--- config.mk ---
export PLATFORM = sky130hd
export DESIGN_NAME = bip_fetch_control
export DESIGN_NICKNAME = d
export VERILOG_FILES = /design/src/rtl/bip_pkg.sv /design/src/rtl/bip_program_counter.sv /design/src/rtl/bip_fetch_control.sv
export SDC_FILE = /design/constraint.sdc
export NUM_CORES = 1
export LEC_CHECK = 0
export ABC_CLOCK_PERIOD_IN_PS = 4130
export CAP_MARGIN = 10
export CELL_PAD_IN_SITES_DETAIL_PLACEMENT = 0
export CELL_PAD_IN_SITES_GLOBAL_PLACEMENT = 1
export CORE_MARGIN = 5
export CORE_UTILIZATION = 34
export CTS_CLUSTER_SIZE = 24
export DETAILED_ROUTE_END_ITERATION = 10
export PLACE_DENSITY = 0.87
export SETUP_SLACK_MARGIN = 0.4
export SLEW_MARGIN = 10
export SYNTH_ARGS = -nofsm -noshare
export SYNTH_HDL_FRONTEND = slang
export SYNTH_HIERARCHICAL = 1
export SYNTH_SLANG_ARGS = --single-unit
export TNS_END_PERCENT = 20
--- constraint.sdc ---
create_clock -name clk -period 4.13 [get_ports clk]
set_clock_uncertainty 0.15 [all_clocks]
set_input_delay 0.6195 -clock clk [delete_from_list [all_inputs] [get_ports clk]]
set_output_delay 0.6195 -clock clk [all_outputs]
set_load 0.03 [all_outputs]
--- src/rtl/bip_pkg.sv ---
// bip_pkg: shared BIP opcodes, widths and fetch FSM state encoding
package bip_pkg;
  localparam int OPCODE_WIDTH = 5;
  localparam int OPERAND_WIDTH = 11;
  localparam int INSTR_WIDTH = 16;
  localparam logic [4:0] OP_HALT = 5'b00000;
  localparam logic [4:0] OP_STO = 5'b00001;
  localparam logic [4:0] OP_LD = 5'b00010;
  localparam logic [4:0] OP_LDI = 5'b00011;
  localparam logic [4:0] OP_ADD = 5'b00100;
  localparam logic [4:0] OP_ADDI = 5'b00101;
  localparam logic [4:0] OP_SUB = 5'b00110;
  localparam logic [4:0] OP_SUBI = 5'b00111;
  localparam logic [2:0] ST_IDLE = 3'd0;
  localparam logic [2:0] ST_FETCH = 3'd1;
  localparam logic [2:0] ST_LOAD = 3'd2;
  localparam logic [2:0] ST_EXEC = 3'd3;
  localparam logic [2:0] ST_HALT = 3'd4;
endpackage

--- src/rtl/bip_program_counter.sv ---
// bip_program_counter: PC register with increment and reload to RESET_PC
module bip_program_counter #(
  parameter int PC_WIDTH = 11,
  parameter logic [PC_WIDTH-1:0] RESET_PC = '0
) (
  input  logic                clk,
  input  logic                rst,
  input  logic                inc,
  input  logic                load,
  output logic [PC_WIDTH-1:0] pc
);
  always_ff @(posedge clk or posedge rst)
    if (rst) pc <= RESET_PC;
    else if (load) pc <= RESET_PC;
    else if (inc) pc <= pc + 1'b1;
endmodule

--- src/rtl/bip_fetch_control.sv ---
// bip_fetch_control: BIP fetch/sequencing FSM, instruction register and PC control
module bip_fetch_control #(
  parameter int PC_WIDTH = 11,
  parameter int INSTR_WIDTH = 16,
  parameter logic [PC_WIDTH-1:0] RESET_PC = '0
) (
  input  logic                                clk,
  input  logic                                rst,
  input  logic                                enable,
  input  logic                                restart,
  output logic [PC_WIDTH-1:0]                 prog_addr,
  output logic                                prog_rd,
  input  logic [INSTR_WIDTH-1:0]              prog_data,
  input  logic                                WrPC,
  output logic [bip_pkg::OPCODE_WIDTH-1:0]    Opcode,
  output logic [bip_pkg::OPERAND_WIDTH-1:0]   Operand,
  output logic                                instr_valid,
  output logic                                halted,
  output logic [PC_WIDTH-1:0]                 pc
);
  import bip_pkg::*;
  logic [2:0] state, nextState;
  logic [INSTR_WIDTH-1:0] ir;
  always_comb
    nextState = !enable ? state :
                state == ST_IDLE  ? ST_FETCH :
                state == ST_FETCH ? ST_LOAD :
                state == ST_LOAD  ? ST_EXEC :
                state == ST_EXEC  ? (WrPC ? ST_FETCH : ST_HALT) :
                restart ? ST_FETCH : ST_HALT;
  // IR resets to the HALT opcode so a stray execute can never advance
  always_ff @(posedge clk or posedge rst)
    if (rst) begin
      state <= ST_IDLE;
      ir <= '0;
    end else begin
      state <= nextState;
      if (enable && state == ST_LOAD) ir <= prog_data;
    end
  bip_program_counter #(.PC_WIDTH(PC_WIDTH), .RESET_PC(RESET_PC)) u_pc (
    .clk(clk),
    .rst(rst),
    .inc(instr_valid && WrPC),
    .load(enable && state == ST_HALT && restart),
    .pc(pc)
  );
  assign prog_addr = pc;
  assign prog_rd = enable && state == ST_FETCH;
  assign instr_valid = enable && state == ST_EXEC;
  assign halted = state == ST_HALT;
  assign Opcode = ir[INSTR_WIDTH-1 -: OPCODE_WIDTH];
  assign Operand = ir[OPERAND_WIDTH-1:0];
endmodule

==> run_results.csv <==
group,metric,value,unit
synth,avgSynthCellArea,12.0,um^2
layout,area_growth,43.6,%
clock_network,path_clk_slew,0.06,ns
clock_network,clk_latency,0.28,ns
floorplanning,die_h,75.7,um
setup_path,arrival,2.37,ns
floorplanning,die_area,5730,um^2
synth,synth_top_area_cell,"dfrtp_1",
sta,worstMarginPinSlew,0.717,ns
synth,synth_xor_area_share,2.39,%
drt,wl_per_cell,15.6,um
drt,via_count,1143,
clock_network,ctsResizeCount,0,
status,status,"finished, final reports clean",
clock_network,clock-sinks,30,
synth,synth_top_area_share,51.2,%
place,gp_congestion,0.879,
pwr,switching_power,0.585,mW
pwr,seqPwrFrac,34.1,%
place,port_buffers,61,
floorplanning,start_util,35.9,%
pwr,power_frac_clock,15.9,%
grt,grt_max_degree,20,
synth,ys_seq_area_share,51.2,%
pwr,switching_share,39.8,%
grt,overflow,0,
clock_network,root_buffer,"clkbuf_8",
sta,fin_crit_sh,76.0,%
synth,synth_edf_count,0,
layout,fin_nets,198,
synth,ys_types,34,
sta,setup_tns,0,ns
pwr,intPower,0.885,mW
layout,layout_common_cells,"clkdlybuf4s50_1, dfrtp_1, mux2_4",
synth,synth_simple_gate_area_share,12.6,%
layout,final_layout_size_suffix_gt1_share,16.6,%
drt,antenna_left,0,
sta,fmax,319,MHz
grt,grt_pass1_vias,1233,
synth,synth-compound-area-share,5.80,%
drt,drc,0,
clock_network,post_cts_buffers,0,
pwr,comb_power_share,50.1,%
synth,ys_warn_count,6,
place,dpl.hpwl,2700,um
synth,synth_top_cells_by_area,"dfrtp_1, mux2_4, mux2_2",
synth,netlist_instances,122,
pwr,power_leakage,0.876,nW
synth,syn_nets,144,
grt,grt_use_total,13.4,%
pwr,vdd_drop_max,402,uV
grt,antenna_found_initial,0,
synth,synth_mux_area_share,17.1,%
synth,synth_top_family_by_area,"multiplexers",
sta,holdWs,0.361,ns
setup_path,cp_max_fo,6,
sta,max_slew_margin,52.2,%
synth,ys_ff_latch,30,
floorplanning,core_area,4090,um^2
sta,finalCriticalPeriod,3.14,ns
drt,routed_wl,3520,um
clock_network,cts_buffers,5,
clock_network,cts_buffer_depth,2,
sta,drv_slew,0,
setup_path,critical_path_class,"input pin to output pin",
clock_network,h-tree-depth,2,
setup_path,crit_path_end_kind,"output pin",
pwr,power_per_cell_area,697,nW/um^2
sta,final-setup-viol-count,0,
grt,grt_pass1_wl,5690,um
sta,rsz0062_at_grt,"no",
floorplanning,num_rows,23,
sta,hold_violations,0,
clock_network,cts_tree,"done",
drt,via_per_inst,5.08,
synth,async_flop_share,100,%
floorplanning,die_w,75.7,um
clock_network,hold_buffers,0,
drt,drt_pass1_iterations,4,
setup_path,required,3.36,ns
synth,syn_area,1470,um^2
floorplanning,ios,62,
worst_hold_path,hp-class,"flip-flop to flip-flop",
setup_path,worst_setup_path_start_kind,"input pin",
synth,synth_adder_area_share,0.853,%
layout,num_antenna_cells,0,
flow_run,drv_cap,0,
synth,synth_flop_cell,"dfrtp_1",
layout,final_common_cell,"clkdlybuf4s50_1",
drt,drt_iter0_drc,74,
==> logic make-up after synthesis <==
group,count (synthesis)
multiplexers,19
buffers and inverters,20
XOR/XNOR,4
flip-flops,30
AND/OR/NAND/NOR,34
AO/OA/AOI/OAI,14
adder cells (fa/ha/maj),1
==> cell type report <==
cell class	instances	area, um^2
Tap cell	50	62.6
Clock buffer	6	82.6
Inverter	5	18.8
Multi-Input combinational cell	72	574
Timing Repair Buffer	62	618
Fill cell	353	1980
Sequential cell	30	751
==> power by group through the flow <==
stage / registers (mW) / logic, mW / clock network (mW)
after floorplan: 0.674 / 0.285 / 0
after global placement: 0.491 / 0.728 / 0
after detailed placement: 0.501 / 0.744 / 0
after CTS: 0.500 / 0.745 / 0.237
after global routing: 0.518 / 0.778 / 0.248
final: 0.500 / 0.736 / 0.233
==> per-layer routing <==
metal | vias up | track usage, % | wire length (um)
li1 | 528 | - | -
met1 | 550 | 14.7 | 1470
met2 | 57 | 22.4 | 1610
met3 | 8 | 5.80 | 348
met4 | 0 | 5.83 | 79
met5 | - | 0 | 0
==> state kept, by name, summed over array words and instances (netlist names) <==
name / count
ir: 16
u_pc/pc: 11
state: 3
==> Yosys cell counts (2+ instances only) <==
| cell type | instances |
|---|---|
| mux2_2 | 8 |
| xor2_1 | 3 |
| a21oi_1 | 4 |
| o21ai_0 | 4 |
| nand3_1 | 2 |
| nand2_1 | 6 |
| buf_6 | 2 |
| nor3_1 | 2 |
| nor2b_1 | 2 |
| nand4_1 | 4 |
| or4_1 | 2 |
| nor2_1 | 8 |
| inv_1 | 4 |
| mux2_4 | 10 |
| dfrtp_1 | 30 |
| nor4_1 | 2 |
| buf_4 | 11 |
| o31ai_1 | 2 |
==> critical path, cell delays in order <==
cell             delay (ns)
clkdlybuf4s50_1        0.56
nand2_1                0.10
nor3b_1                0.34
clkdlybuf4s50_1        0.75
==> path summary, 6_finish.rpt <==
kind	from	endpoint	slack, ns	cells past startpoint
max	enable	instr_valid	0.99	4
min	ir[2]$_DFFE_PP0P_	ir[2]$_DFFE_PP0P_	0.36	1
max reg2reg	state[0]$_DFFE_PP0P_	u_pc/pc[9]$_DFFE_PP0P_	1.77	6
min reg2reg	ir[2]$_DFFE_PP0P_	ir[2]$_DFFE_PP0P_	0.36	1
max in group asynchronous	rst	ir[14]$_DFFE_PP0P_	2.75	2
min in group asynchronous	rst	u_pc/pc[4]$_DFFE_PP0P_	0.51	2
==> through the flow <==
step | std cells | total power [mW] | instance area (um^2) | utilization [%] | worst slack (ns)
after floorplan | 122 | 0.959 | 1470 | - | 1.25
after global placement | 219 | 1.22 | 2020 | 49.5 | 1.08
after detailed placement | 219 | 1.24 | 2020 | 49.5 | 0.977
after CTS | 225 | 1.48 | 2110 | 51.6 | 0.979
after global routing | 225 | 1.54 | 2110 | 51.6 | 0.942
final | 225 | 1.47 | 2110 | 51.6 | 0.993
Power figures use the tool's default switching activity.
